### config.mk
export PLATFORM = sky130hd
export DESIGN_NAME = session_tick_ctrl_flat
export DESIGN_NICKNAME = d
export VERILOG_FILES = /design/src/rtl/session_tick_if.sv /design/src/rtl/session_tick_ctrl.sv /design/src/flat_wrapper.sv
export SDC_FILE = /design/constraint.sdc
export NUM_CORES = 1
export LEC_CHECK = 0
export ABC_AREA = 1
export BUFFER_PORTS_ARGS = -buffer_cell sky130_fd_sc_hd__clkbuf_2
export CORE_MARGIN = 10
export CORE_UTILIZATION = 36
export DETAILED_ROUTE_END_ITERATION = 16
export PLACE_DENSITY = 0.6
export SETUP_SLACK_MARGIN = 0.05
export SLEW_MARGIN = 20
export SYNTH_ARGS = -nofsm -noshare
export SYNTH_HDL_FRONTEND = slang
export SYNTH_SLANG_ARGS = --single-unit
export TNS_END_PERCENT = 100
### constraint.sdc
create_clock -name clk -period 7.6 [get_ports clk]
set_clock_uncertainty 0.2 [all_clocks]
set_input_delay 1.14 -clock clk [delete_from_list [all_inputs] [get_ports clk]]
set_output_delay 1.14 -clock clk [all_outputs]
set_load 0.05 [all_outputs]
### src/rtl/session_tick_if.sv
// Handshake and control bundle between a session owner and session_tick_ctrl.
// The master drives requests; the slave (the controller) returns status.
interface session_tick_if #(
  parameter int unsigned CNT_W = 26,
  parameter int unsigned TMO_W = 8
);
  logic             cfg_valid;
  logic [CNT_W-1:0] cfg_div;
  logic             cfg_ready;
  logic             start;
  logic             stop;
  logic             activity;
  logic [TMO_W-1:0] tmo_limit;
  logic             tick;
  logic             tmo_warn;
  logic             tmo_expired;
  logic             busy;

  modport master (
    output cfg_valid, cfg_div, start, stop, activity, tmo_limit,
    input  cfg_ready, tick, tmo_warn, tmo_expired, busy
  );

  modport slave (
    input  cfg_valid, cfg_div, start, stop, activity, tmo_limit,
    output cfg_ready, tick, tmo_warn, tmo_expired, busy
  );
endinterface

### src/rtl/session_tick_ctrl.sv
// Programmable tick prescaler with a session-timeout FSM (IDLE/RUN/EXPIRED).
// Divisor updates in RUN are deferred to the next tick edge so periods never glitch.
module session_tick_ctrl #(
  parameter int unsigned CNT_W       = 26,
  parameter int unsigned DEFAULT_DIV = 500000,
  parameter int unsigned TMO_W       = 8,
  parameter int unsigned WARN_TICKS  = 5
) (
  input logic           clk,
  input logic           rst_n,
  session_tick_if.slave bus
);

  typedef enum logic [1:0] {StIdle, StRun, StExpired} state_e;

  localparam logic [CNT_W-1:0] DivReset = CNT_W'(DEFAULT_DIV);
  localparam logic [CNT_W-1:0] DivMin   = CNT_W'(2);
  localparam logic [CNT_W-1:0] CntOne   = CNT_W'(1);
  localparam logic [TMO_W-1:0] TmoOne   = TMO_W'(1);
  localparam logic [TMO_W:0]   WarnThr  = (TMO_W+1)'(WARN_TICKS);

  state_e           state_q, state_d;
  logic [CNT_W-1:0] div_q, div_d;
  logic [CNT_W-1:0] pre_q, pre_d;
  logic [CNT_W-1:0] pend_q, pend_d;
  logic             pend_vld_q, pend_vld_d;
  logic [TMO_W-1:0] tcnt_q, tcnt_d;
  logic [TMO_W-1:0] lim_q, lim_d;
  logic             tick_q, tick_d;
  logic             warn_q, warn_d;
  logic             exp_q, exp_d;
  logic             rdy_q, rdy_d;

  logic [CNT_W-1:0] cfg_div_clamped;
  logic [TMO_W-1:0] tcnt_inc;
  logic [TMO_W:0]   remain;
  logic             cfg_acc;
  logic             tick_edge;
  logic             start_only;

  assign cfg_div_clamped = (bus.cfg_div < DivMin) ? DivMin : bus.cfg_div;
  assign cfg_acc         = bus.cfg_valid & rdy_q;
  assign tick_edge       = (state_q == StRun) && (pre_q == (div_q - CntOne));
  assign start_only      = bus.start & ~bus.stop;
  // Saturate so a disabled timeout never wraps back toward the warning window.
  assign tcnt_inc        = (tcnt_q == '1) ? tcnt_q : tcnt_q + TmoOne;

  always_comb begin
    state_d    = state_q;
    div_d      = div_q;
    pre_d      = pre_q;
    pend_d     = pend_q;
    pend_vld_d = pend_vld_q;
    tcnt_d     = tcnt_q;
    lim_d      = lim_q;
    tick_d     = 1'b0;
    exp_d      = exp_q;
    rdy_d      = rdy_q;
    remain     = '0;

    unique case (state_q)
      StIdle: begin
        pre_d  = '0;
        tcnt_d = '0;
        if (cfg_acc) div_d = cfg_div_clamped;
        if (start_only) begin
          state_d = StRun;
          lim_d   = bus.tmo_limit;
        end
      end
      StRun: begin
        if (cfg_acc) begin
          pend_d     = cfg_div_clamped;
          pend_vld_d = 1'b1;
          rdy_d      = 1'b0;
        end
        if (start_only) begin
          pre_d  = '0;
          tcnt_d = '0;
          lim_d  = bus.tmo_limit;
          if (pend_vld_q) begin
            div_d      = pend_q;
            pend_vld_d = 1'b0;
            rdy_d      = 1'b1;
          end
        end else if (tick_edge) begin
          pre_d  = '0;
          tick_d = 1'b1;
          if (pend_vld_q) begin
            div_d      = pend_q;
            pend_vld_d = 1'b0;
            rdy_d      = 1'b1;
          end
          if (bus.activity) begin
            tcnt_d = '0;
          end else begin
            tcnt_d = tcnt_inc;
            if ((lim_q != '0) && (tcnt_inc == lim_q)) begin
              state_d = StExpired;
              exp_d   = 1'b1;
            end
          end
        end else begin
          pre_d = pre_q + CntOne;
          if (bus.activity) tcnt_d = '0;
        end
      end
      StExpired: begin
        pre_d = '0;
        if (cfg_acc) div_d = cfg_div_clamped;
        if (start_only) begin
          state_d = StRun;
          exp_d   = 1'b0;
          tcnt_d  = '0;
          lim_d   = bus.tmo_limit;
        end
      end
      default: state_d = StIdle;
    endcase

    // Stop overrides everything; a pending or same-cycle divisor lands in div.
    if (bus.stop) begin
      state_d    = StIdle;
      pre_d      = '0;
      tcnt_d     = '0;
      exp_d      = 1'b0;
      tick_d     = 1'b0;
      if (cfg_acc)         div_d = cfg_div_clamped;
      else if (pend_vld_q) div_d = pend_q;
      pend_vld_d = 1'b0;
      rdy_d      = 1'b1;
    end

    remain = {1'b0, lim_d} - {1'b0, tcnt_d};
    warn_d = (state_d == StRun) && (lim_d != '0) && (remain <= WarnThr);
  end

  always_ff @(posedge clk) begin
    if (!rst_n) begin
      state_q    <= StIdle;
      div_q      <= DivReset;
      pre_q      <= '0;
      pend_q     <= '0;
      pend_vld_q <= 1'b0;
      tcnt_q     <= '0;
      lim_q      <= '0;
      tick_q     <= 1'b0;
      warn_q     <= 1'b0;
      exp_q      <= 1'b0;
      rdy_q      <= 1'b1;
    end else begin
      state_q    <= state_d;
      div_q      <= div_d;
      pre_q      <= pre_d;
      pend_q     <= pend_d;
      pend_vld_q <= pend_vld_d;
      tcnt_q     <= tcnt_d;
      lim_q      <= lim_d;
      tick_q     <= tick_d;
      warn_q     <= warn_d;
      exp_q      <= exp_d;
      rdy_q      <= rdy_d;
    end
  end

  assign bus.tick        = tick_q;
  assign bus.tmo_warn    = warn_q;
  assign bus.tmo_expired = exp_q;
  assign bus.cfg_ready   = rdy_q;
  assign bus.busy        = (state_q == StRun);

endmodule

### src/flat_wrapper.sv
// flat-port wrapper written by rule: the top's interface ports become plain ports
module session_tick_ctrl_flat 
#(
  parameter int unsigned CNT_W       = 26,
  parameter int unsigned DEFAULT_DIV = 500000,
  parameter int unsigned TMO_W       = 8,
  parameter int unsigned WARN_TICKS  = 5
)
  (clk, rst_n, bus_cfg_valid, bus_cfg_div, bus_start, bus_stop, bus_activity, bus_tmo_limit, bus_cfg_ready, bus_tick, bus_tmo_warn, bus_tmo_expired, bus_busy);
  session_tick_if #(.CNT_W(CNT_W), .TMO_W(TMO_W)) bus_i ();
  input logic clk;
  input logic rst_n;
  input wire logic [$bits(bus_i.cfg_valid)-1:0] bus_cfg_valid;
  input wire logic [$bits(bus_i.cfg_div)-1:0] bus_cfg_div;
  input wire logic [$bits(bus_i.start)-1:0] bus_start;
  input wire logic [$bits(bus_i.stop)-1:0] bus_stop;
  input wire logic [$bits(bus_i.activity)-1:0] bus_activity;
  input wire logic [$bits(bus_i.tmo_limit)-1:0] bus_tmo_limit;
  output wire logic [$bits(bus_i.cfg_ready)-1:0] bus_cfg_ready;
  output wire logic [$bits(bus_i.tick)-1:0] bus_tick;
  output wire logic [$bits(bus_i.tmo_warn)-1:0] bus_tmo_warn;
  output wire logic [$bits(bus_i.tmo_expired)-1:0] bus_tmo_expired;
  output wire logic [$bits(bus_i.busy)-1:0] bus_busy;
  assign bus_i.cfg_valid = bus_cfg_valid;
  assign bus_i.cfg_div = bus_cfg_div;
  assign bus_i.start = bus_start;
  assign bus_i.stop = bus_stop;
  assign bus_i.activity = bus_activity;
  assign bus_i.tmo_limit = bus_tmo_limit;
  assign bus_cfg_ready = bus_i.cfg_ready;
  assign bus_tick = bus_i.tick;
  assign bus_tmo_warn = bus_i.tmo_warn;
  assign bus_tmo_expired = bus_i.tmo_expired;
  assign bus_busy = bus_i.busy;
  session_tick_ctrl #(.CNT_W(CNT_W), .DEFAULT_DIV(DEFAULT_DIV), .TMO_W(TMO_W), .WARN_TICKS(WARN_TICKS)) u_core (.clk(clk), .rst_n(rst_n), .bus(bus_i));
endmodule
# Yosys cells after proc, flatten, opt, wreduce, memory -nomap -nowiden
# Index checks and enable logic that the tools add are counted.
# totals
elab_cells,92
regBits,101
out_inout_bits,5
# classes
n_reduce_logical,15
bitwise_logic,5
n_eq_ne,11
mux,44
order_cmp,2
n_addsub,4
# ops
cell,count
2-to-1 mux 26 bit,10
case mux 26 bit (2 select lines),2
2-to-1 mux 8 bit,9
"adder 26 x 1 -> 26 bit, second input constant",1
== test 26 bit,1
"< comparator 26 x 2 -> 1 bit, second input constant",1
"subtractor 26 x 1 -> 26 bit, second input constant",1
case mux 8 bit (3 select lines),1
nonzero test 8 bit,2
2-to-1 mux 1 bit,14
2-to-1 mux 2 bit,6
"less-or-equal comparator 9 x 3 -> 1 bit, second input constant",1
subtractor 8 x 8 -> 9 bit,1
"adder 8 x 1 -> 8 bit, second input constant",1
== test 8 bit,1
"== test 8 bit, second input constant",1
"inequality test 2 x 1 -> 1 bit, second input constant",3
AND reduction 6 bit,1
"== test 2 x 1 -> 1 bit, second input constant",2
logical AND 1 bit,4
"inequality test 2 bit, second input constant",2
case mux 2 bit (2 select lines),1
nonzero test 2 bit,2
OR reduction 2 bit,2
other kinds (8),11

# Longest topological paths before layout
# Gate-level depths: netlist of run 1.
# logic_depth
depth_word,13
depth_mapped,30
ltp_nobuf,29

# Worst setup path before layout of run 1
# OpenSTA, ideal clock, no wires.
# synth_timing
path_type,register to register
start,register u_core.div_q[0]
end,register u_core.warn_q (netlist: u_core.bus.tmo_warn)
setup_slack_ps,3427
n_path_buf,2
setup_time_ps,64
path_stages_with_launch,28
t_required_ps,7336
t_arrival_ps,3909
path_cell_list,dfxtp_1 > inv_2 > ha_1 > nand2_2 > nor2_2 > buf_6 > nand2_2 > o21ai_1 > nand2_1 > nand2_1 > nand2_1 > nor2_2 > nand4_2 > buf_6 > inv_2 > nand2_1 > o211ai_1 > o211ai_1 > inv_1 > nor2_1 > ha_1 > fa_1 > o31ai_1 > xor2_1 > nand3_1 > a2111oi_0 > o21ai_0 > nor2_1
# synth_via
elab_chain_len,10
# synth_lines
item,line,rtl
from (decl),session_tick_ctrl.sv:23,"logic [CNT_W-1:0] div_q, div_d;"
from (signal assigned),session_tick_ctrl.sv:141,div_q <= DivReset;
from (signal assigned),session_tick_ctrl.sv:153,div_q <= div_d;
subtractor 26 x 1 -> 26 bit,session_tick_ctrl.sv:43,assign tick_edge = (state_q == StRun) && (pre_q == (div_q - CntOne));
== test 26 bit,session_tick_ctrl.sv:43,
logical AND 1 bit,session_tick_ctrl.sv:43,
2-to-1 mux 8 bit,session_tick_ctrl.sv:86,end else if (tick_edge) begin
2-to-1 mux 8 bit,session_tick_ctrl.sv:77,if (start_only) begin
case mux 8 bit (3 select lines),session_tick_ctrl.sv:61,unique case (state_q)
2-to-1 mux 8 bit,session_tick_ctrl.sv:122,if (bus.stop) begin
named net u_core.tcnt_d[0],session_tick_ctrl.sv:27,"logic [TMO_W-1:0] tcnt_q, tcnt_d;"
subtractor 8 x 8 -> 9 bit,session_tick_ctrl.sv:134,"remain = {1'b0, lim_d} - {1'b0, tcnt_d};"
less-or-equal comparator 9 x 3 -> 1 bit,session_tick_ctrl.sv:135,warn_d = (state_d == StRun) && (lim_d != '0) && (remain <= WarnThr);
logical AND 1 bit,session_tick_ctrl.sv:135,
to (signal assigned),session_tick_ctrl.sv:160,warn_q <= warn_d;
to (decl),session_tick_ctrl.sv:30,"logic warn_q, warn_d;"
# The timed path passes the listed nets, and every way through them passes these cells.
# A chain may end at the register's enable or synchronous reset.

# Worst setup path in the final report of run 1
# layout_timing
start,register u_core.state_q[0]
end,register u_core.warn_q (netlist: u_core.bus.tmo_warn)
# layout_via
elab_chain_len,9
# layout_lines
item,line,rtl
from (decl),session_tick_ctrl.sv:22,"state_e state_q, state_d;"
from (signal assigned),session_tick_ctrl.sv:140,state_q <= StIdle;
from (signal assigned),session_tick_ctrl.sv:152,state_q <= state_d;
== test 2 x 1 -> 1 bit or 2-to-1 mux 2 bit (tied branches),"session_tick_ctrl.sv:43, session_tick_ctrl.sv:61, session_tick_ctrl.sv:98",
logical AND 1 bit or 2-to-1 mux 2 bit (tied branches),"session_tick_ctrl.sv:43, session_tick_ctrl.sv:94",
2-to-1 mux 8 bit or 2-to-1 mux 2 bit (tied branches),session_tick_ctrl.sv:86,
2-to-1 mux 8 bit or 2-to-1 mux 2 bit (tied branches),session_tick_ctrl.sv:77,
case mux 8 bit (3 select lines) or case mux 2 bit (2 select lines) (tied branches),session_tick_ctrl.sv:61,
2-to-1 mux 8 bit or 2-to-1 mux 2 bit (tied branches),session_tick_ctrl.sv:122,
subtractor 8 x 8 -> 9 bit or == test 2 x 1 -> 1 bit (tied branches),"session_tick_ctrl.sv:134, session_tick_ctrl.sv:135",
less-or-equal comparator 9 x 3 -> 1 bit or logical AND 1 bit (tied branches),session_tick_ctrl.sv:135,
logical AND 1 bit *,session_tick_ctrl.sv:135,
# Every way passes the cells marked *; elsewhere a longest branch is shown, timed or not.

==> metrics.md, run 1 <==
| Metric | Value |
|---|---|
| Sinks on Clock Net | 101 |
| Min Tclk post-route | 5.08 ns |
| Latest clock arrival within the worst-skew pair | 0.37 ns |
| Post-placement setup slack | 2.57 ns |
| Number of buffers added on ports | 44 |
| Worst setup SP type | flop |
| Average cell area after synthesis | 5.92 µm² |
| Initial Utilization | 0.366 |
| Final-stage net count | 1401 |
| Final sum of negative setup slack | 0 ns |
| Final GP Congestion | 0.903 |
| Cell type with the largest total area after synthesis | dfxtp_1 |
| Category of cells accounting for the largest share of critical-path delay | buffers and inverters |
| Result of the run | complete, no violations |
| Number of H-tree branching levels | 3 |
| Total of max-cap violations | 0 |
| Vertical die dimension | 169 µm |
| Number of vias per cell after detailed routing | 5.20 |
| Switch share | 0.328 |
| Count of hold buffers inserted by post-cts repair | 0 |
| Final worst slack | 2.52 ns |
| DRC marker count from the first detailed-route iteration | 768 |
| Number of buffers created by CTS | 9 |
| Share of the clock period used by the worst path | 0.668 |
| Design internal power | 906 µW |
| Sequential share of power | 0.427 |
| Vias in the first global route | 7977 |
| Wire length of the first global-routing pass | 41000 µm |
| Slew Limit Fails | 0 |
| Critical-path maximum fanout | 32 |
| Top-level port count | 45 |
| Number of optimization iterations in the first detailed-route pass | 5 |
| Worst EP required | 7.70 ns |
| Drc violations | 0 |
| Unrepaired setup endpoints after global routing | no |
| Share of flip-flops with an asynchronous set or reset | 0 |
| Buf+Inv Stages, Crit Path | 3 |
| Number of warnings printed during yosys synthesis | 0 |
| Synth-to-Final Area Change | 7.78% |
| Cell area power density | 157 nW/µm² |
| Data arrival time of the critical path | 5.18 ns |
| Portion of synthesized cell area occupied by the leading cell type | 0.253 |
| GRT Total Usage | 0.173 |
| Worst path max stage delay | 0.88 ns |
| Synthesized netlist cell count | 1349 |
| Number of setup buffers added after CTS | 0 |
| Number of flops mapped to enable cells by yosys | 0 |
| Share of the core filled with cells in the final layout | 0.395 |
| Die W | 169 µm |
| Share of the yosys chip area belonging to registers | 0.253 |
| Max rail drop VDD | 0.110 mV |
| Largest net degree at the start of global routing | 56 |
| Layout cells sized above 1 | 0.0938 |
| Diode insertion count for antenna repair | 0 |
| Final Hold Vio Count | 0 |
| Post-CTS Resized | 0 |
| Switching component of the power | 443 µW |
| Cell types occupying the most area after synthesis | dfxtp_1, nand2_1, a21oi_1 |
| Dominant synthesized flop cell | dfxtp_1 |
| Detailed-route wire length per cell | 15.3 µm |
| Final setup violation count | 0 |
| Detailed-placement wirelength estimate | 17600 µm |
| Static leakage power | 0.00394 µW |
| Worst-Margin Slew | 1.07 ns |
| Row count | 54 |
| Clock transition at the register clock pins on the worst setup and hold paths after CTS | 0.07 ns |
| Number of unique standard cell types used by synthesis | 46 |
| Mapped cell area | 7990 µm² |
| Slowest stage cell, crit path | clkinv_1 |
| List of cells traversed by the critical path | buf_4 > nand2_1 > clkinv_1 > nor3_1 > inv_1 > nand2_1 > o21ai_0 > ha_1 > fa_1 > o31ai_1 > xor2_1 > nand3_1 > a2111oi_0 > o21ai_0 > nor2_1 |
| Worst slew margin relative to its limit | 0.281 |
| Setup CP Type | flop to flop |
| Clock power frac | 0.366 |
| Wire length after detailed routing | 25100 µm |
| Synthesized flop and latch total | 101 |
| Overflow left after global routing | 0 |
| Total vias in the final route | 8500 |
| Combinational fraction of design power | 0.206 |
| Filler Cell Count | 2366 |
| Clock tree from TritonCTS | yes |
| Critical Path Sink Type | flop |
| Type of the most critical hold path | flop to flop |
| Initial antenna violation count | 0 |
| Final ANT Viol Nets | 0 |
| Clk Tree Root Cell | clkbuf_16 |
| Achievable frequency | 197 MHz |
| Clock Path Buffers | 2 |
| Die area | 28600 µm² |
| Syn nets | 1401 |
| Core box area | 21800 µm² |
[layout make-up]
cell class	count	area, µm²	share of cell area
clock buffer	9	225	0.0261
clock inverter	7	82.6	0.00959
inverter	140	526	0.0610
multi-input combinational	1043	5110	0.593
sequential	101	2020	0.235
tap	280	350	0.0407
timing repair buffer	54	295	0.0343
[cells in the mapped netlist, types with 3 or more instances]
cell and count:
nand2_1 472, o21a_1 27, xnor2_1 8, a31oi_1 5, o21ai_1 3, clkinv_1 6, nor3_1 8, nand2_2 4
a21oi_1 138, ha_1 11, xor2_1 33, clkbuf_1 37, dfxtp_1 101, nand4_1 18, inv_2 4, nand3_2 20
buf_4 8, inv_1 130, nor2_2 14, a211oi_1 4, o21ai_0 46, o211ai_1 11, nand3_1 77, nor4_1 4
nor2_1 112, buf_1 4, nand3b_1 7, buf_2 11, buf_6 3
[power groups by stage]
stage | clock network (µW) | registers (µW) | logic, µW
after detailed placement | 0 | 588 | 275
after global placement | 0 | 588 | 271
after global routing | 521 | 578 | 318
final | 494 | 577 | 279
after CTS | 507 | 575 | 276
after floorplan | 0 | 576 | 212
[worst paths after layout]
| path | from | end | slack (ns) | cells past startpoint |
|---|---|---|---|---|
| max | u_core.state_q[0]$_SDFF_PN0_ | u_core.bus.tmo_warn$_SDFF_PN0_ | 2.52 | 15 |
| min | u_core.pend_q[5]$_SDFFE_PN0P_ | u_core.pend_q[5]$_SDFFE_PN0P_ | 0.26 | 2 |
| max reg2reg | u_core.state_q[0]$_SDFF_PN0_ | u_core.bus.tmo_warn$_SDFF_PN0_ | 2.52 | 15 |
| min reg2reg | u_core.pend_q[5]$_SDFFE_PN0P_ | u_core.pend_q[5]$_SDFFE_PN0P_ | 0.26 | 2 |
[placed cells by master, fill, tap and decap left out, types with 3 or more instances in the layout]
master	n
nor3_1	8
nor2_2	14
nand3_1	77
a31oi_1	5
nand2_2	5
buf_4	10
ha_1	11
clkinv_1	6
a21oi_1	138
xor2_1	33
inv_2	4
o21a_1	27
nand4_1	18
inv_1	130
xnor2_1	8
dfxtp_1	100
o21ai_1	3
o21ai_0	46
nand3_2	20
nor2_4	3
clkbuf_16	9
o211ai_1	11
nor4_1	4
a211oi_1	4
clkbuf_2	44
nand3b_1	7
nor2_1	111
nand2_1	471
[cell families (layout without fill, tap and decap cells)]
group | after synthesis | after routing | share of synthesized area
and+or+nand+nor | 743 | 743 | 0.399
AOI/OAI and AO/OA | 246 | 246 | 0.174
buffers and inverters | 205 | 210 | 0.109
DFF | 101 | 101 | 0.253
xor gates and xnor gates | 41 | 41 | 0.0449
adders and majority gates | 12 | 12 | 0.0197
muxes | 1 | 1 | 0.00125
[worst min-delay path: stages (launching register included)]
cell     delay [ns]
dfxtp_1        0.31
nand2_1        0.06
a21oi_1        0.05
[flip-flops by register name, summed over array words and instances, names as in the netlist, 2 cells and up]
| signal | cells |
|---|---|
| u_core.div_q | 26 |
| u_core.pre_q | 26 |
| u_core.tcnt_q | 8 |
| u_core.state_q | 2 |
| u_core.lim_q | 8 |
| u_core.pend_q | 26 |
[per-layer routing]
layer	up-vias	GRT usage	wire [µm]
li1	4330	-	-
met1	3890	0.238	12300
met2	258	0.278	11200
met3	22	0.0195	1240
met4	0	0.0507	319
met5	-	0	0
[metrics by stage]
stage                     cells  area (µm²)  power (µW)  hold slack [ns]
after detailed placement   1618        8310         862            0.254
after CTS                  1634        8610        1360            0.266
final                      1634        8610        1350            0.263
after floorplan            1349        7990         789            0.241
after global placement     1618        8310         859            0.249
after global routing       1634        8610        1420            0.283
Note: power is estimated with default switching activity, not from simulation.
==> run 2: changes to the inputs <==
- ABC_AREA: 1 -> 0
- clock period: 7.6 -> 4.99 ns (I/O delays scaled with it)
==> run 2 against run 1 <==
Effect of this change:
- the run now ends with setup timing left
- critical path depth is 3 higher
- hold slack improved by 0.011 ns
- sequential share of layout area stayed put
- non-clock buffer count up 65
- final cell count is 17% lower
- critical path type unchanged
- largest cell class unchanged
- largest power group unchanged
- highest routed layer unchanged
==> metrics.md, run 2 <==
| Metric | Value |
|---|---|
| Result of the run | finished with violations (was complete, no violations) |
| Violations in the final reports | setup timing |
| Detailed-placement wirelength estimate | 17100 µm (was 17600 µm) |
| Filler Cell Count | 2106 (was 2366) |
| Number of setup buffers added after CTS | 0 (unchanged) |
| Diode insertion count for antenna repair | 0 (unchanged) |
| Number of flops mapped to enable cells by yosys | 0 (unchanged) |
| Critical Path Sink Type | flop (unchanged) |
| Wire length of the first global-routing pass | 38700 µm (was 41000 µm) |
| Final setup violation count | 1 (was 0) |
| Total of max-cap violations | 0 (unchanged) |
| Share of the clock period used by the worst path | 1.02 (was 0.668) |
| Critical path's most frequent cell | or4_4 |
| Share of the yosys chip area belonging to registers | 0.273 (was 0.253) |
| Final ANT Viol Nets | 0 (unchanged) |
| Top cell types by occurrence after synthesis | nand2_1, dfxtp_1, o21ai_0 (was nand2_1, a21oi_1, inv_1) |
| Overflow left after global routing | 0 (unchanged) |
| Category of cells accounting for the largest share of critical-path delay | simple AND/OR/NAND/NOR gates (was buffers and inverters) |
| Max rail drop VDD | 0.234 mV (was 0.110 mV) |
| Type of the most critical hold path | flop to flop (unchanged) |
| Cell types occupying the most area after synthesis | dfxtp_1, nand2_1, o21ai_0 (was dfxtp_1, nand2_1, a21oi_1) |
| Vias in the first global route | 7283 (was 7977) |
| Final GP Congestion | 0.899 (was 0.903) |
| Sequential cell area | 2020 µm² (unchanged) |
| Number of buffers created by CTS | 9 (unchanged) |
| Data arrival time of the critical path | 5.21 ns (was 5.18 ns) |
| Core box area | 20200 µm² (was 21800 µm²) |
| Critical-path maximum fanout | 5 (was 32) |
| Portion of synthesized cell area occupied by the leading cell type | 0.273 (was 0.253) |
| Most common cell in the netlist | nand2_1 (unchanged) |
| Initial antenna violation count | 0 (unchanged) |
| Static leakage power | 0.00323 µW (was 0.00394 µW) |
| Number of H-tree branching levels | 3 (unchanged) |
| Number of unique standard cell types used by synthesis | 62 (was 46) |
| Most frequent cells in the layout | nand2_1, dfxtp_1, buf_4, o21ai_0, nor3_1 (was nand2_1, a21oi_1, inv_1, nor2_1, dfxtp_1) |
| Number of warnings printed during yosys synthesis | 0 (unchanged) |
| Vertical die dimension | 163 µm (was 169 µm) |
| Drc violations | 0 (unchanged) |
| Setup CP Type | flop to flop (unchanged) |
| Detailed-route wire length per cell | 17.2 µm (was 15.3 µm) |
| Die W | 163 µm (was 169 µm) |
| Clock Path Buffers | 2 (unchanged) |
| Slew Limit Fails | 0 (unchanged) |
| Area of combinational cells with multiple inputs | 5040 µm² (was 5110 µm²) |
| Placed instance count | 1348 (was 1618) |
| Top-level port count | 45 (unchanged) |
| Leading registers by flop count | u_core.div_q: 26 flops, u_core.pend_q: 26 flops, u_core.pre_q: 26 flops (unchanged) |
| Final-stage net count | 1141 (was 1401) |
| Register-to-Register Path Depth | 18 (was 15) |
| Final Hold Vio Count | 0 (unchanged) |
| Worst-Margin Slew | 0.951 ns (was 1.07 ns) |
| Worst setup SP type | flop (unchanged) |
| Worst hold path stage count | 2 (unchanged) |
| Min Tclk post-route | 5.10 ns (was 5.08 ns) |
| Final worst slack | -0.108 ns (was 2.52 ns) |
| Number of vias per cell after detailed routing | 5.72 (was 5.20) |
| Worst slew margin relative to its limit | 0.364 (was 0.281) |
| List of cells traversed by the critical path | inv_2 > ha_4 > or4b_4 > or4_4 > o31ai_4 > nand4_1 > or4_4 > or4_4 > or3_1 > o211a_1 > ha_1 > nor2b_1 > o21ai_1 > nand2b_1 > a21oi_2 > o21ai_0 > a2111oi_1 > o311a_1 (was buf_4 > nand2_1 > clkinv_1 > nor3_1 > inv_1 > nand2_1 > o21ai_0 > ha_1 > fa_1 > o31ai_1 > xor2_1 > nand3_1 > a2111oi_0 > o21ai_0 > nor2_1) |
| Largest net degree at the start of global routing | 51 (was 56) |
| Synthesized flop and latch total | 101 (unchanged) |
| Cell type with the largest total area after synthesis | dfxtp_1 (unchanged) |
| Average cell area after synthesis | 7.15 µm² (was 5.92 µm²) |
| Number of optimization iterations in the first detailed-route pass | 5 (unchanged) |
| Dominant synthesized flop cell | dfxtp_1 (unchanged) |
| Clk Tree Root Cell | clkbuf_16 (unchanged) |
| GRT Total Usage | 0.176 (was 0.173) |
| Most common cell after layout, fill and taps aside | nand2_1 (unchanged) |
| Clock transition at the register clock pins on the worst setup and hold paths after CTS | 0.08 ns (was 0.07 ns) |
| Share of flip-flops with an asynchronous set or reset | 0 (unchanged) |
| Post-layout instance count excluding filler cells | 1364 (was 1634) |
| Synth-to-Final Area Change | 16.4% (was 7.78%) |
| Count of hold buffers inserted by post-cts repair | 0 (unchanged) |
| Achievable frequency | 196 MHz (was 197 MHz) |
| CP Depth | 18 (was 15) |
| Layout cells sized above 1 | 0.152 (was 0.0938) |
| Mapped cell area | 7400 µm² (was 7990 µm²) |
| Post-placement setup slack | -0.171 ns (was 2.57 ns) |
| Worst path max stage delay | 0.50 ns (was 0.88 ns) |
| Latest clock arrival within the worst-skew pair | 0.37 ns (about the same) |
| Syn nets | 1087 (was 1401) |
| Cell area power density | 228 nW/µm² (was 157 nW/µm²) |
| Sinks on Clock Net | 101 (unchanged) |
| Synthesized netlist cell count | 1035 (was 1349) |
| Slowest stage cell, crit path | or4b_4 (was clkinv_1) |
| Die area | 26700 µm² (was 28600 µm²) |
| Buf+Inv Stages, Crit Path | 1 (was 3) |
| Worst EP required | 5.10 ns (was 7.70 ns) |
| Number of buffers added on ports | 44 (unchanged) |
| Total vias in the final route | 7804 (was 8500) |
| Row count | 52 (was 54) |
| Wire length after detailed routing | 23500 µm (was 25100 µm) |
| Unrepaired setup endpoints after global routing | yes (was no) |
| Clock tree from TritonCTS | yes (unchanged) |
| DRC marker count from the first detailed-route iteration | 624 (was 768) |
| Initial Utilization | 0.366 (about the same) |
==> run 2: changes by cell type in the layout (fill, tap and decap cells not counted), moves of 24 or more <==
cell / change
a21boi_0: +31
a21oi_1: -94
and3_1: +25
buf_4: +65
inv_1: -96
nand2_1: -306
nand3_1: -29
nor2_1: -68
nor3_1: +47
o21ai_0: +24
or3_1: +35
==> run 2: worst register-to-register path: stages (launching register included) <==
cell and delay [ns]:
dfxtp_1 0.32, inv_2 0.08, ha_4 0.13, or4b_4 0.50, or4_4 0.49, o31ai_4 0.25, nand4_1 0.12, or4_4 0.45
or4_4 0.46, or3_1 0.38, o211a_1 0.22, ha_1 0.26, nor2b_1 0.13, o21ai_1 0.12, nand2b_1 0.11, a21oi_2 0.17
o21ai_0 0.10, a2111oi_1 0.36, o311a_1 0.22
==> run 2: stage by stage <==
step | setup TNS [ns] | hold WS, ns | area, µm² | util | power [µW]
2_1_floorplan | -0.0972 | 0.243 | 7450 | - | 1110
3_5_place_dp | -0.171 | 0.268 | 8280 | 0.409 | 1260
4_1_cts | -0.100 | 0.280 | 8600 | 0.425 | 1970
5_1_grt | -0.314 | 0.305 | 8610 | 0.426 | 2050
6_report | -0.108 | 0.273 | 8610 | 0.426 | 1970
3_3_place_gp | -0.0581 | 0.252 | 8280 | 0.409 | 1250
==> run 2: per-layer routing <==
layer	vias up	GRT usage	share of wire
met5	-	0	0
met4	0	0.0529	0.017
met3	22	0.0224	0.055
met2	226	0.274	0.44
met1	3661	0.246	0.48
li1	3895	-	-
==> run 2: cell families (layout without fill, tap and decap cells) <==
family,after synthesis,count (layout),synth area share
adder cells (fa/ha/maj),12,12,0.0213
AO/OA/AOI/OAI,278,278,0.253
multiplexers,17,17,0.0233
AND/OR/NAND/NOR,470,470,0.317
flip-flops,101,101,0.273
buffers and inverters,112,171,0.0593
XOR/XNOR,45,45,0.0532
==> run 2: area by class of cell <==
| cell class | instances | area share |
|---|---|---|
| sequential | 101 | 0.235 |
| clock buffer | 9 | 0.0261 |
| inverter | 36 | 0.0157 |
| multi-input combinational | 822 | 0.585 |
| timing repair buffer | 119 | 0.0909 |
| clock inverter | 7 | 0.00784 |
| tap | 270 | 0.0392 |
==> run 2: timing repair <==
item                                    in CTS  in global routing
endpoints found under the setup margin       1                  1
pin swaps                                    0                  2
resized for setup                            6                  4
==> run 2: final timing paths <==
kind / start / end / slack [ns]
setup / recovery: u_core.div_q[1]$_SDFF_PN0_ / u_core.bus.tmo_warn$_SDFF_PN0_ / -0.11
hold / removal: u_core.pend_q[4]$_SDFFE_PN0P_ / u_core.pend_q[4]$_SDFFE_PN0P_ / 0.27
setup reg to reg: u_core.div_q[1]$_SDFF_PN0_ / u_core.bus.tmo_warn$_SDFF_PN0_ / -0.11
hold reg to reg: u_core.pend_q[4]$_SDFFE_PN0P_ / u_core.pend_q[4]$_SDFFE_PN0P_ / 0.27
==> run 2: where the power goes <==
part / internal, µW / switching [µW] / leakage (µW)
combinational: 165 / 222 / 0.00226
sequential: 831 / 26.0 / 0.000822
clock: 353 / 367 / 0.000145
total: 1350 / 616 / 0.00323
